File: config.mk
export PLATFORM = sky130hd
export DESIGN_NAME = sig_check_engine_flat
export DESIGN_NICKNAME = d
export VERILOG_FILES = /design/src/rtl/sig_check_pkg.sv /design/src/rtl/sig_check_if.sv /design/src/rtl/sig_cmp_stage.sv /design/src/rtl/sig_check_engine.sv /design/src/flat_wrapper.sv
export SDC_FILE = /design/constraint.sdc
export NUM_CORES = 1
export LEC_CHECK = 0
export ABC_AREA = 1
export CAP_MARGIN = 0
export CORE_MARGIN = 5
export CORE_UTILIZATION = 41
export CTS_BUF_LIST = sky130_fd_sc_hd__clkbuf_16
export DETAILED_ROUTE_END_ITERATION = 10
export GPL_TIMING_DRIVEN = 0
export PLACE_DENSITY_LB_ADDON = 0.1
export SETUP_SLACK_MARGIN = 0.1
export SLEW_MARGIN = 15
export SYNTH_ARGS = -nofsm -noshare
export SYNTH_HDL_FRONTEND = slang
export SYNTH_HIERARCHICAL = 1
export SYNTH_SLANG_ARGS = --single-unit
File: constraint.sdc
create_clock -name clk -period 4.36 [get_ports clk]
set_input_delay 0.654 -clock clk [delete_from_list [all_inputs] [get_ports clk]]
set_output_delay 0.654 -clock clk [all_outputs]
set_load 0.01 [all_outputs]
File: src/rtl/sig_check_pkg.sv
`default_nettype none
// +----------------------------------------------------------------------------+
// | sig_check_pkg                                                              |
// | Shared types and helpers for the signature-check engine.                   |
// | Rev 1.0                                                                    |
// +----------------------------------------------------------------------------+
package sig_check_pkg;

    localparam int unsigned c_DATA_W    = 32;
    localparam int unsigned c_MAX_WORDS = 256;
    localparam int unsigned c_LEN_W     = $clog2(c_MAX_WORDS + 1);

    typedef enum logic [2:0] {
        S_IDLE  = 3'd0,
        S_RUN   = 3'd1,
        S_READ  = 3'd2,
        S_DRAIN = 3'd3,
        S_DONE  = 3'd4
    } state_e;

    typedef struct packed {
        logic                pass;
        logic                timed_out;
        logic [c_LEN_W-1:0]  err_count;
        logic [c_LEN_W-1:0]  first_err_idx;
        logic [c_DATA_W-1:0] first_err_got;
        logic [c_DATA_W-1:0] first_err_exp;
    } sig_result_t;

    function automatic logic [c_LEN_W-1:0] len_clamp(
        input logic [c_LEN_W-1:0] len,
        input logic [c_LEN_W-1:0] max_len
    );
        return (len > max_len) ? max_len : len;
    endfunction

endpackage
`default_nettype wire

File: src/rtl/sig_check_if.sv
`default_nettype none
// +----------------------------------------------------------------------------+
// | sig_check_if                                                               |
// | Read ports toward data memory and the expected-signature ROM.              |
// | Rev 1.0                                                                    |
// +----------------------------------------------------------------------------+
interface sig_check_if
    import sig_check_pkg::*;
#(
    parameter int DATA_W = c_DATA_W,
    parameter int ADDR_W = 32,
    parameter int LEN_W  = c_LEN_W
);
    logic              dm_rd_en;
    logic [ADDR_W-1:0] dm_rd_addr;
    logic [DATA_W-1:0] dm_rd_data;
    logic [LEN_W-1:0]  exp_rd_addr;
    logic [DATA_W-1:0] exp_rd_data;

    modport master (
        output dm_rd_en, dm_rd_addr, exp_rd_addr,
        input  dm_rd_data, exp_rd_data
    );

    modport slave (
        input  dm_rd_en, dm_rd_addr, exp_rd_addr,
        output dm_rd_data, exp_rd_data
    );
endinterface
`default_nettype wire

File: src/rtl/sig_cmp_stage.sv
`default_nettype none
// +----------------------------------------------------------------------------+
// | sig_cmp_stage                                                              |
// | Read-valid pipe, word comparator, saturating error count, first-error hold.|
// | Optional mismatch trace ports: SIG_CHECK_TRACE_EN.  Rev 1.0                |
// +----------------------------------------------------------------------------+
module sig_cmp_stage
    import sig_check_pkg::*;
#(
    parameter int DATA_W    = c_DATA_W,
    parameter int MAX_WORDS = c_MAX_WORDS,
    parameter int LEN_W     = $clog2(MAX_WORDS + 1)
) (
    input  logic              clk,
    input  logic              rst_n,
    input  logic              clr,
    input  logic              rd_en,
    input  logic [LEN_W-1:0]  rd_idx,
    input  logic [DATA_W-1:0] dm_data,
    input  logic [DATA_W-1:0] exp_data,
    output logic [LEN_W-1:0]  err_count,
    output logic [LEN_W-1:0]  first_err_idx,
    output logic [DATA_W-1:0] first_err_got,
    output logic [DATA_W-1:0] first_err_exp
`ifdef SIG_CHECK_TRACE_EN
    ,
    output logic              mm_valid,
    output logic [LEN_W-1:0]  mm_idx,
    output logic [DATA_W-1:0] mm_got,
    output logic [DATA_W-1:0] mm_exp
`endif
);
    localparam logic [LEN_W-1:0] c_SAT = LEN_W'(MAX_WORDS);

    logic              r_vld;
    logic [LEN_W-1:0]  r_idx;
    logic [LEN_W-1:0]  r_err_count;
    logic [LEN_W-1:0]  r_first_idx;
    logic [DATA_W-1:0] r_first_got;
    logic [DATA_W-1:0] r_first_exp;
    logic              w_mm;

    // Memory data lands one cycle after the strobe, so the pipe bit qualifies it.
    assign w_mm = r_vld && (dm_data != exp_data);

    always_ff @(posedge clk or negedge rst_n) begin
        if (!rst_n) begin
            r_vld       <= 1'b0;
            r_idx       <= '0;
            r_err_count <= '0;
            r_first_idx <= '0;
            r_first_got <= '0;
            r_first_exp <= '0;
        end else begin
            r_vld <= rd_en;
            r_idx <= rd_idx;
            if (clr) begin
                r_err_count <= '0;
                r_first_idx <= '0;
                r_first_got <= '0;
                r_first_exp <= '0;
            end else if (w_mm) begin
                if (r_err_count == '0) begin
                    r_first_idx <= r_idx;
                    r_first_got <= dm_data;
                    r_first_exp <= exp_data;
                end
                if (r_err_count != c_SAT) begin
                    r_err_count <= r_err_count + LEN_W'(1);
                end
            end
        end
    end

    assign err_count     = r_err_count;
    assign first_err_idx = r_first_idx;
    assign first_err_got = r_first_got;
    assign first_err_exp = r_first_exp;

`ifdef SIG_CHECK_TRACE_EN
    assign mm_valid = w_mm;
    assign mm_idx   = w_mm ? r_idx    : '0;
    assign mm_got   = w_mm ? dm_data  : '0;
    assign mm_exp   = w_mm ? exp_data : '0;
`endif

endmodule
`default_nettype wire

File: src/rtl/sig_check_engine.sv
`default_nettype none
// +----------------------------------------------------------------------------+
// | sig_check_engine                                                           |
// | Waits for halt/timeout, then streams and compares the signature region.    |
// | Optional per-mismatch trace ports: SIG_CHECK_TRACE_EN.  Rev 1.0            |
// +----------------------------------------------------------------------------+
module sig_check_engine
    import sig_check_pkg::*;
#(
    parameter  int DATA_W    = c_DATA_W,
    parameter  int ADDR_W    = 32,
    parameter  int SIG_BASE  = 'h40,
    parameter  int MAX_WORDS = c_MAX_WORDS,
    parameter  int TIMEOUT   = 100,
    localparam int LEN_W     = $clog2(MAX_WORDS + 1)
) (
    input  logic              clk,
    input  logic              rst_n,
    input  logic              start,
    input  logic              halt,
    input  logic [LEN_W-1:0]  sig_len,
    sig_check_if.master       mem,
    output logic              busy,
    output logic              done,
    output logic              pass,
    output logic              timed_out,
    output logic [LEN_W-1:0]  err_count,
    output logic [LEN_W-1:0]  first_err_idx,
    output logic [DATA_W-1:0] first_err_got,
    output logic [DATA_W-1:0] first_err_exp
`ifdef SIG_CHECK_TRACE_EN
    ,
    output logic              mm_valid,
    output logic [LEN_W-1:0]  mm_idx,
    output logic [DATA_W-1:0] mm_got,
    output logic [DATA_W-1:0] mm_exp
`endif
);
    localparam int               CYC_W       = (TIMEOUT > 1) ? $clog2(TIMEOUT) : 1;
    localparam logic [CYC_W-1:0] c_TO_LAST   = CYC_W'((TIMEOUT > 0) ? TIMEOUT - 1 : 0);
    localparam logic [LEN_W-1:0] c_MAX_LEN   = LEN_W'(MAX_WORDS);

    state_e            r_state;
    state_e            w_nxt;
    logic [LEN_W-1:0]  r_len;
    logic [LEN_W-1:0]  r_idx;
    logic [CYC_W-1:0]  r_cyc;
    logic              r_to;
    logic              w_start;
    logic              w_to;
    logic              w_exit;
    logic              w_last;
    logic              w_rd_en;
    logic [LEN_W-1:0]  w_err_count;
    logic [LEN_W-1:0]  w_first_idx;
    logic [DATA_W-1:0] w_first_got;
    logic [DATA_W-1:0] w_first_exp;
    sig_result_t       w_res;

    assign w_start = start && ((r_state == S_IDLE) || (r_state == S_DONE));
    assign w_to    = (TIMEOUT != 0) && (r_cyc == c_TO_LAST);
    assign w_exit  = halt || w_to;
    assign w_last  = (r_idx == r_len - LEN_W'(1));
    assign w_rd_en = (r_state == S_READ);

    always_ff @(posedge clk or negedge rst_n) begin
        if (!rst_n) begin
            r_state <= S_IDLE;
        end else begin
            r_state <= w_nxt;
        end
    end

    always_comb begin
        w_nxt = r_state;
        case (r_state)
            S_IDLE:  if (start) w_nxt = S_RUN;
            S_RUN:   if (w_exit) w_nxt = (r_len == '0) ? S_DONE : S_READ;
            S_READ:  if (w_last) w_nxt = S_DRAIN;
            S_DRAIN: w_nxt = S_DONE;
            S_DONE:  if (start) w_nxt = S_RUN;
            default: w_nxt = S_IDLE;
        endcase
    end

    // Halt takes priority over a coincident timeout, so timed_out is set only for a pure timeout.
    always_ff @(posedge clk or negedge rst_n) begin
        if (!rst_n) begin
            r_len <= '0;
            r_idx <= '0;
            r_cyc <= '0;
            r_to  <= 1'b0;
        end else if (w_start) begin
            r_len <= len_clamp(sig_len, c_MAX_LEN);
            r_idx <= '0;
            r_cyc <= '0;
            r_to  <= 1'b0;
        end else if (r_state == S_RUN) begin
            r_cyc <= r_cyc + CYC_W'(1);
            if (w_exit) r_to <= !halt;
        end else if (r_state == S_READ) begin
            r_idx <= r_idx + LEN_W'(1);
        end
    end

    assign mem.dm_rd_en    = w_rd_en;
    assign mem.dm_rd_addr  = w_rd_en ? (ADDR_W'(SIG_BASE) + ADDR_W'(r_idx)) : '0;
    assign mem.exp_rd_addr = w_rd_en ? r_idx : '0;

    sig_cmp_stage #(
        .DATA_W    (DATA_W),
        .MAX_WORDS (MAX_WORDS),
        .LEN_W     (LEN_W)
    ) u_cmp (
        .clk           (clk),
        .rst_n         (rst_n),
        .clr           (w_start),
        .rd_en         (w_rd_en),
        .rd_idx        (r_idx),
        .dm_data       (mem.dm_rd_data),
        .exp_data      (mem.exp_rd_data),
        .err_count     (w_err_count),
        .first_err_idx (w_first_idx),
        .first_err_got (w_first_got),
        .first_err_exp (w_first_exp)
`ifdef SIG_CHECK_TRACE_EN
        ,
        .mm_valid      (mm_valid),
        .mm_idx        (mm_idx),
        .mm_got        (mm_got),
        .mm_exp        (mm_exp)
`endif
    );

    always_comb begin
        w_res               = '0;
        w_res.pass          = (r_state == S_DONE) && (w_err_count == '0);
        w_res.timed_out     = r_to;
        w_res.err_count     = w_err_count;
        w_res.first_err_idx = w_first_idx;
        w_res.first_err_got = w_first_got;
        w_res.first_err_exp = w_first_exp;
    end

    assign busy          = (r_state == S_RUN) || (r_state == S_READ) || (r_state == S_DRAIN);
    assign done          = (r_state == S_DONE);
    assign pass          = w_res.pass;
    assign timed_out     = w_res.timed_out;
    assign err_count     = w_res.err_count;
    assign first_err_idx = w_res.first_err_idx;
    assign first_err_got = w_res.first_err_got;
    assign first_err_exp = w_res.first_err_exp;

endmodule
`default_nettype wire

File: src/flat_wrapper.sv
// flat-port wrapper written by rule: the top's interface ports become plain ports
module sig_check_engine_flat import sig_check_pkg::*;
#(
    parameter  int DATA_W    = c_DATA_W,
    parameter  int ADDR_W    = 32,
    parameter  int SIG_BASE  = 'h40,
    parameter  int MAX_WORDS = c_MAX_WORDS,
    parameter  int TIMEOUT   = 100,
    localparam int LEN_W     = $clog2(MAX_WORDS + 1)
)
  (clk, rst_n, start, halt, sig_len, busy, done, pass, timed_out, err_count, first_err_idx, first_err_got, first_err_exp, mem_dm_rd_en, mem_dm_rd_addr, mem_exp_rd_addr, mem_dm_rd_data, mem_exp_rd_data);
  sig_check_if #(.DATA_W(DATA_W), .ADDR_W(ADDR_W), .LEN_W(c_LEN_W)) mem_i ();
  input  logic clk;
  input  logic rst_n;
  input  logic start;
  input  logic halt;
  input  logic [LEN_W-1:0] sig_len;
  output logic busy;
  output logic done;
  output logic pass;
  output logic timed_out;
  output logic [LEN_W-1:0] err_count;
  output logic [LEN_W-1:0] first_err_idx;
  output logic [DATA_W-1:0] first_err_got;
  output logic [DATA_W-1:0] first_err_exp;
  output wire logic [$bits(mem_i.dm_rd_en)-1:0] mem_dm_rd_en;
  output wire logic [$bits(mem_i.dm_rd_addr)-1:0] mem_dm_rd_addr;
  output wire logic [$bits(mem_i.exp_rd_addr)-1:0] mem_exp_rd_addr;
  input wire logic [$bits(mem_i.dm_rd_data)-1:0] mem_dm_rd_data;
  input wire logic [$bits(mem_i.exp_rd_data)-1:0] mem_exp_rd_data;
  assign mem_dm_rd_en = mem_i.dm_rd_en;
  assign mem_dm_rd_addr = mem_i.dm_rd_addr;
  assign mem_exp_rd_addr = mem_i.exp_rd_addr;
  assign mem_i.dm_rd_data = mem_dm_rd_data;
  assign mem_i.exp_rd_data = mem_exp_rd_data;
  sig_check_engine #(.DATA_W(DATA_W), .ADDR_W(ADDR_W), .SIG_BASE(SIG_BASE), .MAX_WORDS(MAX_WORDS), .TIMEOUT(TIMEOUT)) u_core (.clk(clk), .rst_n(rst_n), .start(start), .halt(halt), .sig_len(sig_len), .mem(mem_i), .busy(busy), .done(done), .pass(pass), .timed_out(timed_out), .err_count(err_count), .first_err_idx(first_err_idx), .first_err_got(first_err_got), .first_err_exp(first_err_exp));
endmodule
==> impl_metrics.env, run 1 <==
export IMPL_rows=47
export IMPL_htree_levels=4
export IMPL_endpoint_kind="register"
export IMPL_critPathRequiredTime_ps=4660
export IMPL_synthCells=937
export IMPL_arrival_ps=3410
export IMPL_grt_overflow_total=0
export IMPL_yosysSeqAreaShare_pct=44.6
export IMPL_synth_seq_cells=121
export IMPL_start_util_pct=41.4
export IMPL_max_freq_mhz=321
export IMPL_pwr_share_clk_pct=47.8
export IMPL_gr_usage_all_layers_pct=20.1
export IMPL_route_vias_total=6441
export IMPL_io_pins=205
export IMPL_wl_um=19000
export IMPL_cp_max_fo=10
export IMPL_synth_ff_type="dfrtp_1"
export IMPL_finalMaxSlewViolations=0
export IMPL_core_area_um2=16400
export IMPL_grt_pass1_vias=6340
export IMPL_synth_top_area_share_pct=44.6
export IMPL_seq_power_share_pct=41.5
export IMPL_hold_viol=0
export IMPL_power_frac_comb_pct=10.7
export IMPL_ys_warn_count=6
export IMPL_crit_type="in2reg"
export IMPL_grt_use_met3_pct=4.72
export IMPL_grt_start_max_net_pins=74
export IMPL_hold_class="in2async"
export IMPL_port_buffers=182
export IMPL_drive_gt1_share_pct=8.36
export IMPL_layout_common_cells="nand2_1 (274), clkdlybuf4s50_1 (181), nor2_1 (128)"
export IMPL_grt_pass1_wl_um=31400
export IMPL_cts_tree="built"
export IMPL_dp_hpwl_um=14300
export IMPL_ir_drop_mv=0.246
export IMPL_leakagePower_uw=0.00490
export IMPL_relSlewSlack_pct=63.4
export IMPL_total_power_uw=2820
export IMPL_p_switching_uw=624
export IMPL_cts_hold_buffers=0
export IMPL_die_h_um=139
export IMPL_grt_most_used_layer="met2"
export IMPL_layout_commonest_cell="nand2_1"
export IMPL_maxCapViolations=0
export IMPL_ys_top_cells_by_area="dfrtp_1 (45%), nand2_1 (15%), nand3_1 (8.4%)"
export IMPL_die_w_um=139
export IMPL_clock_sinks=121
export IMPL_cts_root_buf="clkbuf_16"
export IMPL_fin_crit_sh_pct=71.4
export IMPL_antenna_found_initial=0
export IMPL_finalSetupTns_ps=0
export IMPL_die_area_um2=19200
export IMPL_wl_per_cell_um=13.6
export IMPL_ant_nets=0
export IMPL_fin_nets=1243
export IMPL_diodes=0
export IMPL_vias_per_cell=4.63
export IMPL_drt_pass1_iter_count=6
export IMPL_drc_errors=0
export IMPL_syn2layout_area_growth_pct=40.8
export IMPL_worst_slew_pin_slew_ps=549
export IMPL_fin_crit_ps=3110
export IMPL_status="finished clean"
export IMPL_syn_area_um2=6790
export IMPL_place_congestion=0.865
export IMPL_use_met1_pct=25.3
export IMPL_p_per_area_nw_per_um2=295
export IMPL_finalSetupViolations=0
export IMPL_synth_largest_area_cell="dfrtp_1"
export IMPL_ctsResizeCount=0
export IMPL_cts_buffers=17
export IMPL_clk_pin_slew_ps=50
export IMPL_use_met2_pct=34.3
export IMPL_cts_buffer_depth=2
export IMPL_synth_edff_count=0
export IMPL_rsz0062_at_grt="false"
export IMPL_cp_start_kind="input pin"
export IMPL_fin_skew_ps=7.76
export IMPL_synth_cell_types=33
export IMPL_syn_area_per_cell_um2=7.24
export IMPL_postCtsSetupBuffers=0
export IMPL_p_int_uw=2200
export IMPL_drtIter0Drc=225
export IMPL_worstSkewPairLatency_ps=410
export IMPL_async_reset_ff_share_pct=100
export IMPL_sw_frac_of_total_pct=22.1
## worst paths after layout
kind / startpoint / end / slack, ps / cells past startpoint
setup / recovery: start / u_core/u_cmp/first_err_got[30] / 1250 / 10
hold / removal: rst_n / u_core/u_cmp/first_err_got[20] / 180 / 1
setup reg to reg: u_core/r_state[1] / u_core/u_cmp/first_err_got[30] / 1270 / 10
hold reg to reg: u_core/r_idx[8] / u_core/u_cmp/r_idx[8] / 440 / 0
max in group asynchronous: rst_n / u_core/r_len[0] / 3460 / 2
min in group clk: u_core/r_idx[8] / u_core/u_cmp/r_idx[8] / 440 / 0
## cell type report
type                    instances  area (um2)
fillers                      1560        6850
well taps                     220         275
repair buffers                183        1850
flip-flops and latches        121        3030
plain buffers                  65         437
multi-input cells             648        2940
inverters                     124         465
clock inverters                14         139
clock buffers                  17         425
## Yosys cell counts, types with 7 or more instances
| master | n |
|---|---|
| a21oi_1 | 20 |
| buf_6 | 7 |
| nor3_1 | 11 |
| xnor2_1 | 24 |
| nand3_1 | 114 |
| clkbuf_1 | 11 |
| inv_1 | 118 |
| buf_4 | 33 |
| dfrtp_1 | 121 |
| nor2_1 | 128 |
| nand2_1 | 274 |
| buf_2 | 13 |
| o21ai_0 | 20 |
## metal layers
| metal | routed length [um] | part of all wire (%) |
|---|---|---|
| met4 | 355 | 1.9 |
| met1 | 8120 | 43 |
| met5 | 0 | 0 |
| met2 | 9200 | 49 |
| met3 | 1290 | 6.8 |
## state kept, by name, indices dropped and copies added (netlist names)
name and flops:
u_core/r_cyc 7, u_core/r_idx 9, u_core/r_len 9, u_core/r_state 3, u_core/timed_out 1, u_core/u_cmp/err_count 9, u_core/u_cmp/first_err_exp 32, u_core/u_cmp/first_err_got 32
u_core/u_cmp/first_err_idx 9, u_core/u_cmp/r_idx 9, u_core/u_cmp/r_vld 1
## per-stage QoR
stage	hold WS, ps	utilization, %	instance area, um2	instances	setup slack (ps)
after floorplan	358	-	6870	958	2190
after global placement	433	54.6	8960	1360	-2400
after detailed placement	418	54.8	8990	1361	818
after CTS	192	58.2	9560	1392	1230
after global routing	217	58.2	9560	1392	1010
final	182	58.2	9560	1392	1250
## cell families after synthesis
kind of cell               after synthesis  synth area share (%)
xor gates and xnor gates                26                  3.36
buffers and inverters                  189                  13.3
DFF                                    121                  44.6
adders and majority gates                6                  1.11
other                                    1                0.0553
AOI/OAI and AO/OA                       47                  3.67
and+or+nand+nor                        547                  33.9
## critical path, cell delays in order
cell             delay [ps]
clkdlybuf4s50_1         480
nand2_1                 200
inv_1                   190
clkbuf_1                360
buf_2                   310
clkbuf_1                440
clkbuf_1                490
nor2_1                  100
nand3_1                 110
nand2_1                  60
## power groups by stage
stage / Sequential (uW) / Combinational (uW) / Clock [uW]
final: 1170 / 302 / 1350
after detailed placement: 1190 / 304 / 0
after floorplan: 1210 / 101 / 0
after global routing: 1170 / 336 / 1430
after CTS: 1170 / 306 / 1380
after global placement: 1190 / 300 / 0
Note: power is estimated with default switching activity, not from simulation.
==> run 2, diff against run 1 <==
clock period = 2.93 ns   (was 4.36 ns; I/O delays follow)
==> impl_metrics.env, run 2 (synthesis gave the netlist of run 1 again) <==
export IMPL_status="finished clean"
export IMPL_cts_buffers=17
export IMPL_wl_per_cell_um=13.7
export IMPL_maxCapViolations=0
export IMPL_start_util_pct=41.4
export IMPL_ir_drop_mv=0.367
export IMPL_layout_commonest_cell="nand2_1"
export IMPL_antenna_found_initial=0
export IMPL_worstSkewPairLatency_ps=410
export IMPL_finalMaxSlewViolations=0
export IMPL_drtIter0Drc=238
export IMPL_ant_nets=0
export IMPL_fin_crit_ps=2720
export IMPL_die_h_um=139
export IMPL_arrival_ps=2280
export IMPL_die_w_um=139
export IMPL_max_freq_mhz=367
export IMPL_place_congestion=0.865
export IMPL_core_area_um2=16400
export IMPL_wl_um=19100
export IMPL_timing_hold_ws_ps=440
export IMPL_grt_pass1_vias=6359
export IMPL_cp_start_kind="register"
export IMPL_port_buffers=182
export IMPL_crit_type="reg2out"
export IMPL_cts_buffer_depth=2
export IMPL_relSlewSlack_pct=64.0
export IMPL_drive_gt1_share_pct=8.95
export IMPL_cp_top_family="simple AND/OR/NAND/NOR gates"
export IMPL_clock_sinks=121
export IMPL_final_cell_area_um2=9580
export IMPL_finalSetupTns_ps=0
export IMPL_leakagePower_uw=0.00492
export IMPL_critPathRequiredTime_ps=2490
export IMPL_total_power_uw=4200
export IMPL_grt_overflow_total=0
export IMPL_path_buf_inv=2
export IMPL_fin_skew_ps=6.98
export IMPL_io_pins=205
export IMPL_hold_viol=0
export IMPL_crit_chain="nor2_1 -> inv_1 -> nor2_2 -> nand2_1 -> nor4_2 -> clkdlybuf4s50_1"
export IMPL_drc_errors=0
export IMPL_gr_usage_all_layers_pct=20.1
export IMPL_grt_start_max_net_pins=74
export IMPL_p_per_area_nw_per_um2=439
export IMPL_layout_common_cells="nand2_1 (274), clkdlybuf4s50_1 (181), nor2_1 (127)"
export IMPL_drt_pass1_iter_count=7
export IMPL_fin_nets=1244
export IMPL_cts_root_buf="clkbuf_16"
export IMPL_finalSetupViolations=0
export IMPL_vias_per_cell=4.62
export IMPL_grt_pass1_wl_um=31500
export IMPL_route_vias_total=6441
export IMPL_hold_class="reg2reg"
export IMPL_slowest_delay_ps=590
export IMPL_dpl_cell_area_um2=8990
export IMPL_post_route_util_pct=58.4
export IMPL_die_area_um2=19200
export IMPL_syn2layout_area_growth_pct=41.2
export IMPL_rsz0062_at_grt="true"
export IMPL_worst_slew_pin_slew_ps=540
export IMPL_cts_tree="built"
export IMPL_clk_pin_slew_ps=50
export IMPL_endpoint_kind="output pin"
export IMPL_htree_levels=4
export IMPL_fin_crit_sh_pct=92.9
export IMPL_cp_max_fo=4
export IMPL_rows=47
export IMPL_cp_slowest_cell="clkdlybuf4s50_1"
export IMPL_dp_hpwl_um=14300
export IMPL_diodes=0
[run 2: changes by cell type in the layout (fill, tap and decap cells not counted), sizes merged]
cell,delta
dlygate4sd3,+1
[run 2: metrics by stage]
step                setup WS (ps)  instances
finish                        209       1393
global placement            -3610       1360
global route                 55.6       1393
CTS                           103       1393
detailed placement           -397       1361
floorplan                     789        958
[run 2: worst paths after layout]
check	start	to	slack, ps	cells after the start
max	u_core/r_state[1]	pass	210	6
min	u_core/r_idx[8]	u_core/u_cmp/r_idx[8]	440	0
max reg2reg	u_core/r_state[1]	u_core/u_cmp/first_err_got[30]	260	11
min reg2reg	u_core/r_idx[8]	u_core/u_cmp/r_idx[8]	440	0
max in group asynchronous	rst_n	u_core/r_len[0]	1670	3
min in group asynchronous	rst_n	u_core/u_cmp/first_err_got[20]	540	2
[run 2: power by group]
| part | leakage (uW) | switching [uW] | total [uW] | internal, uW |
|---|---|---|---|---|
| clock | 0.000279 | 704 | 2010 | 1300 |
| sequential | 0.00142 | 24.3 | 1740 | 1720 |
| combinational | 0.00322 | 203 | 451 | 249 |
[run 2: layout make-up]
class / count / area (um2)
repair buffers: 184 / 1860
fillers: 1561 / 6830
clock inverters: 14 / 139
well taps: 220 / 275
inverters: 124 / 465
multi-input cells: 648 / 2940
flip-flops and latches: 121 / 3030
clock buffers: 17 / 425
plain buffers: 65 / 443
[run 2: repair_timing]
item                                   4_1_cts  5_1_grt
gates resized for setup                      4        5
pin swaps                                    0        0
hold buffers                                 1        0
buffers inserted                             0        0
setup endpoints to repair                   27       37
endpoints found under the hold margin       48        0
[run 2: layer usage]
metal	wire length (um)	vias up	track usage, %
met4	383	0	6.59
met3	1150	21	4.69
li1	-	3290	-
met2	9280	165	34.3
met5	0	-	0
met1	8290	2965	25.4
